**src/rtl/mux_demux_router.sv**
```systemverilog
// N_SRC -> N_DST single-entry router: arbitrate eligible sources, hold one word, present it on its lane.
// Define MUX_DEMUX_RR_ARB_EN for round-robin arbitration; otherwise fixed priority (lowest index wins).
module mux_demux_router #(
    parameter int unsigned DW    = 4,
    parameter int unsigned N_SRC = 4,
    parameter int unsigned N_DST = 4,
    localparam int unsigned SW   = ($clog2(N_SRC) > 0) ? $clog2(N_SRC) : 1,
    localparam int unsigned TW   = ($clog2(N_DST) > 0) ? $clog2(N_DST) : 1
) (
    input  logic                clk,
    input  logic                reset_p,
    input  logic [N_SRC-1:0]    in_valid,
    input  logic [N_SRC*DW-1:0] in_data,
    input  logic [N_SRC*TW-1:0] in_dest,
    output logic [N_SRC-1:0]    in_ready,
    output logic [N_DST-1:0]    out_valid,
    output logic [N_DST*DW-1:0] out_data,
    input  logic [N_DST-1:0]    out_ready,
    output logic [SW-1:0]       grant_idx,
    output logic                busy
);

    localparam int unsigned OW = N_DST * DW;

    typedef enum logic {
        IDLE = 1'b0,
        HOLD = 1'b1
    } state_e;

    state_e          state_q, state_d;
    logic [DW-1:0]   data_q, data_d;
    logic [TW-1:0]   dest_q, dest_d;
    logic [N_DST-1:0] out_valid_q, out_valid_d;
    logic [OW-1:0]   out_data_q, out_data_d;
    logic [SW-1:0]   grant_q, grant_d;
    logic            busy_q, busy_d;

    logic [N_SRC-1:0] eligible;
    logic             sink_ready;
    logic             found;
    logic             load;
    logic [SW-1:0]    win;

    // Out-of-range destinations are never eligible.
    always_comb begin
        for (int s = 0; s < N_SRC; s++) begin
            eligible[s] = in_valid[s] && (32'(in_dest[s*TW +: TW]) < N_DST);
        end
    end

    // Only the addressed lane's ready matters.
    always_comb begin
        sink_ready = 1'b0;
        for (int d = 0; d < N_DST; d++) begin
            if (dest_q == TW'(d)) begin
                sink_ready = out_ready[d];
            end
        end
    end

`ifdef MUX_DEMUX_RR_ARB_EN
    // rr_q holds the search start, i.e. (last grant + 1) mod N_SRC.
    logic [SW-1:0] rr_q, rr_d;

    always_comb begin
        win   = '0;
        found = 1'b0;
        for (int i = 0; i < N_SRC; i++) begin
            if (!found && eligible[(32'(rr_q) + 32'(i)) % N_SRC]) begin
                found = 1'b1;
                win   = SW'((32'(rr_q) + 32'(i)) % N_SRC);
            end
        end
        rr_d = load ? SW'((32'(win) + 32'd1) % N_SRC) : rr_q;
    end

    always_ff @(posedge clk) begin
        if (reset_p) begin
            rr_q <= '0;
        end else begin
            rr_q <= rr_d;
        end
    end
`else
    always_comb begin
        win   = '0;
        found = 1'b0;
        for (int s = 0; s < N_SRC; s++) begin
            if (!found && eligible[s]) begin
                found = 1'b1;
                win   = SW'(s);
            end
        end
    end
`endif

    assign load     = !reset_p && found && ((state_q == IDLE) || sink_ready);
    assign in_ready = load ? (N_SRC'(1) << win) : '0;

    always_comb begin
        state_d     = state_q;
        data_d      = data_q;
        dest_d      = dest_q;
        out_valid_d = out_valid_q;
        out_data_d  = out_data_q;
        grant_d     = grant_q;
        if (load) begin
            state_d     = HOLD;
            data_d      = in_data[32'(win)*DW +: DW];
            dest_d      = in_dest[32'(win)*TW +: TW];
            out_valid_d = N_DST'(1) << dest_d;
            out_data_d  = OW'(data_d) << (32'(dest_d) * DW);
            grant_d     = win;
        end else if ((state_q == HOLD) && sink_ready) begin
            state_d     = IDLE;
            out_valid_d = '0;
            out_data_d  = '0;
        end
        busy_d = (state_d == HOLD);
    end

    always_ff @(posedge clk) begin
        if (reset_p) begin
            state_q     <= IDLE;
            data_q      <= '0;
            dest_q      <= '0;
            out_valid_q <= '0;
            out_data_q  <= '0;
            grant_q     <= '0;
            busy_q      <= 1'b0;
        end else begin
            state_q     <= state_d;
            data_q      <= data_d;
            dest_q      <= dest_d;
            out_valid_q <= out_valid_d;
            out_data_q  <= out_data_d;
            grant_q     <= grant_d;
            busy_q      <= busy_d;
        end
    end

    assign out_valid = out_valid_q;
    assign out_data  = out_data_q;
    assign grant_idx = grant_q;
    assign busy      = busy_q;

endmodule

```
**config.mk**
```make
export PLATFORM = sky130hd
export DESIGN_NAME = mux_demux_router
export DESIGN_NICKNAME = d
export VERILOG_FILES = /design/src/rtl/mux_demux_router.sv
export SDC_FILE = /design/constraint.sdc
export NUM_CORES = 1
export LEC_CHECK = 0
export ABC_AREA = 1
export ABC_CLOCK_PERIOD_IN_PS = 1200
export CAP_MARGIN = 40
export CORE_UTILIZATION = 38
export DETAILED_ROUTE_END_ITERATION = 7
export GPL_TIMING_DRIVEN = 0
export PLACE_DENSITY = 0.85
export SYNTH_ARGS = -nofsm -noshare
export SYNTH_HDL_FRONTEND = slang
export SYNTH_SLANG_ARGS = --single-unit
```
**constraint.sdc**
```tcl
create_clock -name clk -period 1.2 [get_ports clk]
set_input_delay 0.24 -clock clk [delete_from_list [all_inputs] [get_ports clk]]
set_output_delay 0.24 -clock clk [all_outputs]
set_load 0.05 [all_outputs]
```
==> metrics.txt <==
post-layout worst setup margin=-0.504 ns; max-slew violation count=0; family with the most delay on the worst path=buffers and inverters; worst hold-check slack=0.355 ns; Worst Hold Launch=reset_p; delay of the slowest critical-path stage=around 0.42 ns; total via count in the routed design=~1,700; setup-violating endpoint count in the final report=28; setup slack of the worst register-to-register path=-0.50 ns; Reg2Reg Capture Point=out_data[0]; Root Buffer Master=sky130_fd_sc_hd__clkbuf_8; Area contributors post-synth=sky130_fd_sc_hd__dfxtp_1 (35%), sky130_fd_sc_hd__nand2_1 (15%), sky130_fd_sc_hd__nand3_1 (9.9%), sky130_fd_sc_hd__a21oi_1 (8.1%), sky130_fd_sc_hd__inv_1 (4.8%); routed wl met3=~310 microns; Critical Path Sink Type=flop; Syn Inst Count=~210; clock buffers created by TritonCTS=3; measured slew at the worst slew-check pin=~0.52 ns; average instance area after synthesis=between 6 and 7 sq um; CORE AREA=3440 sq um; Routed Wire Length=4350 microns; number of DRC violations after detailed routing=0; routed wire length on met2=approximately 2200 microns; mux cell area share after synthesis=0%; count of antenna-violating nets left after detailed routing=0; Area growth, synth to finish=63.7%; Simple-Gate Fraction of Synth Area=39.3%; part of the cycle the worst path needs=142%; post-route total power=around 2300 uW; cell with the biggest individual delay on the critical path=sky130_fd_sc_hd__clkdlybuf4s50_1; synth cell count leaders=sky130_fd_sc_hd__nand2_1 (55), sky130_fd_sc_hd__nand3_1 (28), sky130_fd_sc_hd__dfxtp_1 (25); CTS hold repair buffers=0; share of flip-flops with an asynchronous set or reset=0%; failing checks=setup timing; HP Class=input pin to flop; number of warnings reported in the yosys synthesis log=0; adder-cell share of the synthesized area=0%; RSZ-0062 raised after global routing=true; DRT Pass-1 Iters=4; Worst Reg2Reg Path Length in Cells=11; max-cap violation count=0; Worst Hold Path EP=out_data[7]; GR Util All Layers=between 20% and 30%; leakage power=0.00107 uW; fraction of layout instances using a drive strength above 1=~35%; Clock Skews=about 0.0095 ns; post-synthesis share of cell area spent on xor and xnor gates=0%; clock transition time at the flip-flop clock pins of the worst setup and hold paths=about 0.09 ns; number of distinct standard cells referenced by the synthesized netlist=25; power per cell area=between 900 and 1000 nW/um^2; area fraction in compound gates after synthesis=a little over an eighth; CTS tree=built; total half-perimeter wirelength after legalization and detailed placement=2810 microns; Worst EP arrival=between 1.5 and 2 ns; main combinational cell family by area after synthesis=simple AND/OR/NAND/NOR gates; worst-path fanout max=5; critical path startpoint category=input pin; number of placement rows=21; First DRT Iteration DRCs=between 80 and 90; area share of the leading cell type in the synthesized netlist=35.4%; starting density of the core=41.1%; normalized max-slew margin=about two thirds; most frequent cell after synthesis=sky130_fd_sc_hd__nand2_1; top_reg_cell synth=sky130_fd_sc_hd__dfxtp_1; cell depth of the worst min-delay path=2; routed length on met1=~1700 microns; portion of the post-synthesis area used by sequential elements=35.4%; count of boundary I/O pins=61; clk sink count=25; Worst Setup Path Type=input pin to flop; antenna violations before repair=0; data required time at the worst endpoint=1.38 ns; maximum clock frequency=~600 MHz; post-layout util=between 60% and 70%; top cell type by total area after synthesis=sky130_fd_sc_hd__dfxtp_1; Synthesized Nets=~240; register bit total from synthesis=25; vias per inst=5.00; port buffer count=59; Remaining Overflow, GRT=0; H-tree Lvls=1; count of buffering cells on the critical path with inverters included=5; Die Height=63.0 microns; # nets final=approximately 330; final-report hold violation count=0; Final min period=1.70 ns; highest routed layer=met4; drt wl/cell=12.9 microns; count of inserted antenna diode cells=0; Max clock buf depth=2; Mapped Area=about 1400 sq um; worst vdd rail ir drop=0.000508 V; outcome=finished with violations; startpoint of the lowest-slack register-to-register path=dest_q[0]; list of cells traversed by the critical path=clkdlybuf4s50_1, o21ai_2, nand3_2, nand2_8, buf_4, buf_4, nand2_1, inv_2, buf_6, nand2_1, a21oi_1; die width=around 63 microns; number of global-route vias before repair=around 1,600; pin count of the biggest net entering global routing=16; Clock Latency Late Sink=roughly 0.27 ns; number of synthesized flops with an enable pin=0; total die area=between 3000 and 4000 sq um; placer's final routability congestion estimate=between 0.8 and 0.9; first-pass GRT wire length=about 7100 microns
[routing by layer]
layer,vias up,global-route usage [%]
li1,832,-
met1,772,25.9
met2,72,40.9
met3,10,3.83
met4,0,7.85
met5,-,0
[kinds of logic (layout without fill, tap and decap cells)]
family / after synthesis / after routing
simple gates: 114 / 114
flops: 25 / 25
buf+inv: 32 / 118
compound gates: 34 / 34
[cells in the final DEF (no fill, tap or decap), types with 2 or more instances in the layout]
cell type and instances:
sky130_fd_sc_hd__nand2_1 53, sky130_fd_sc_hd__buf_2 28, sky130_fd_sc_hd__nand3_1 26, sky130_fd_sc_hd__clkdlybuf4s50_1 26, sky130_fd_sc_hd__dfxtp_1 22, sky130_fd_sc_hd__a21oi_1 20
sky130_fd_sc_hd__buf_4 17, sky130_fd_sc_hd__inv_1 16, sky130_fd_sc_hd__buf_6 15, sky130_fd_sc_hd__nor2_1 9, sky130_fd_sc_hd__nor2_4 7, sky130_fd_sc_hd__nand3b_1 5
sky130_fd_sc_hd__inv_2 4, sky130_fd_sc_hd__o21ai_2 4, sky130_fd_sc_hd__nand3_2 4, sky130_fd_sc_hd__nand2_4 3, sky130_fd_sc_hd__clkbuf_1 3, sky130_fd_sc_hd__nand2_2 3
sky130_fd_sc_hd__o21ai_1 3, sky130_fd_sc_hd__a21oi_2 3, sky130_fd_sc_hd__clkbuf_8 3, sky130_fd_sc_hd__dfxtp_2 2, sky130_fd_sc_hd__dlygate4sd2_1 2
[worst max path at each step]
stage | to | start | slack, ns | cells after the start
floorplan | in_ready[0] | dest_q[0] | -0.20 | 6
global placement | in_ready[2] | in_valid[0] | -1.35 | 9
detailed placement | in_ready[2] | in_valid[0] | -1.36 | 9
CTS | in_ready[3] | dest_q[0] | -0.46 | 8
global route | out_data[0] | dest_q[0] | -0.60 | 12
finish | out_data[0] | out_ready[1] | -0.50 | 11
[repair_timing]
| action | 4_1_cts | 5_1_grt |
|---|---|---|
| pin swaps | 16 | 7 |
| buffers inserted | 15 | 3 |
| cloned | 5 | 0 |
| gates resized for setup | 178 | 8 |
| endpoints found under the hold margin | 0 | 0 |
| setup endpoints to repair | 51 | 28 |
[layout make-up]
| class | instances | area (sq um) |
|---|---|---|
| multi-input combinational | 148 | 860 |
| fill | 303 | 1130 |
| sequential | 25 | 507 |
| buffer | 11 | 97.6 |
| inverter | 21 | 83.8 |
| clock inverter | 1 | 6.26 |
| timing repair buffer | 82 | 663 |
| clock buffer | 3 | 41.3 |
| tap | 46 | 57.6 |
[state kept, by name, indices dropped and copies added, names as in the netlist]
signal / count
out_data: 16
out_valid: 4
busy: 1
dest_q: 2
grant_idx: 2
[stage by stage]
step	setup TNS (ns)	cells	setup slack, ns	instance area [sq um]
global route	-14.05	337	-0.603	2320
floorplan	-3.38	205	-0.204	1510
global placement	-27.73	310	-1.35	2150
finish	-11.02	337	-0.504	2320
CTS	-10.09	334	-0.456	2270
detailed placement	-28.32	310	-1.36	2150
[worst reg2reg max path, delay by kind of cell (launching register included)]
family	cells	cell delay (ns)
AOI/OAI and AO/OA	2	0.32
buffers and inverters	5	0.55
DFF	1	0.35
and+or+nand+nor	4	0.39
[report_power, final]
part / internal [uW] / switching (uW) / leakage, uW
combinational: 379 / 512 / 0.000841
sequential: 868 / 21.1 / 0.000204
clock: 237 / 262 / 0.0000260
No activity file was read; power rests on OpenSTA's default activity.
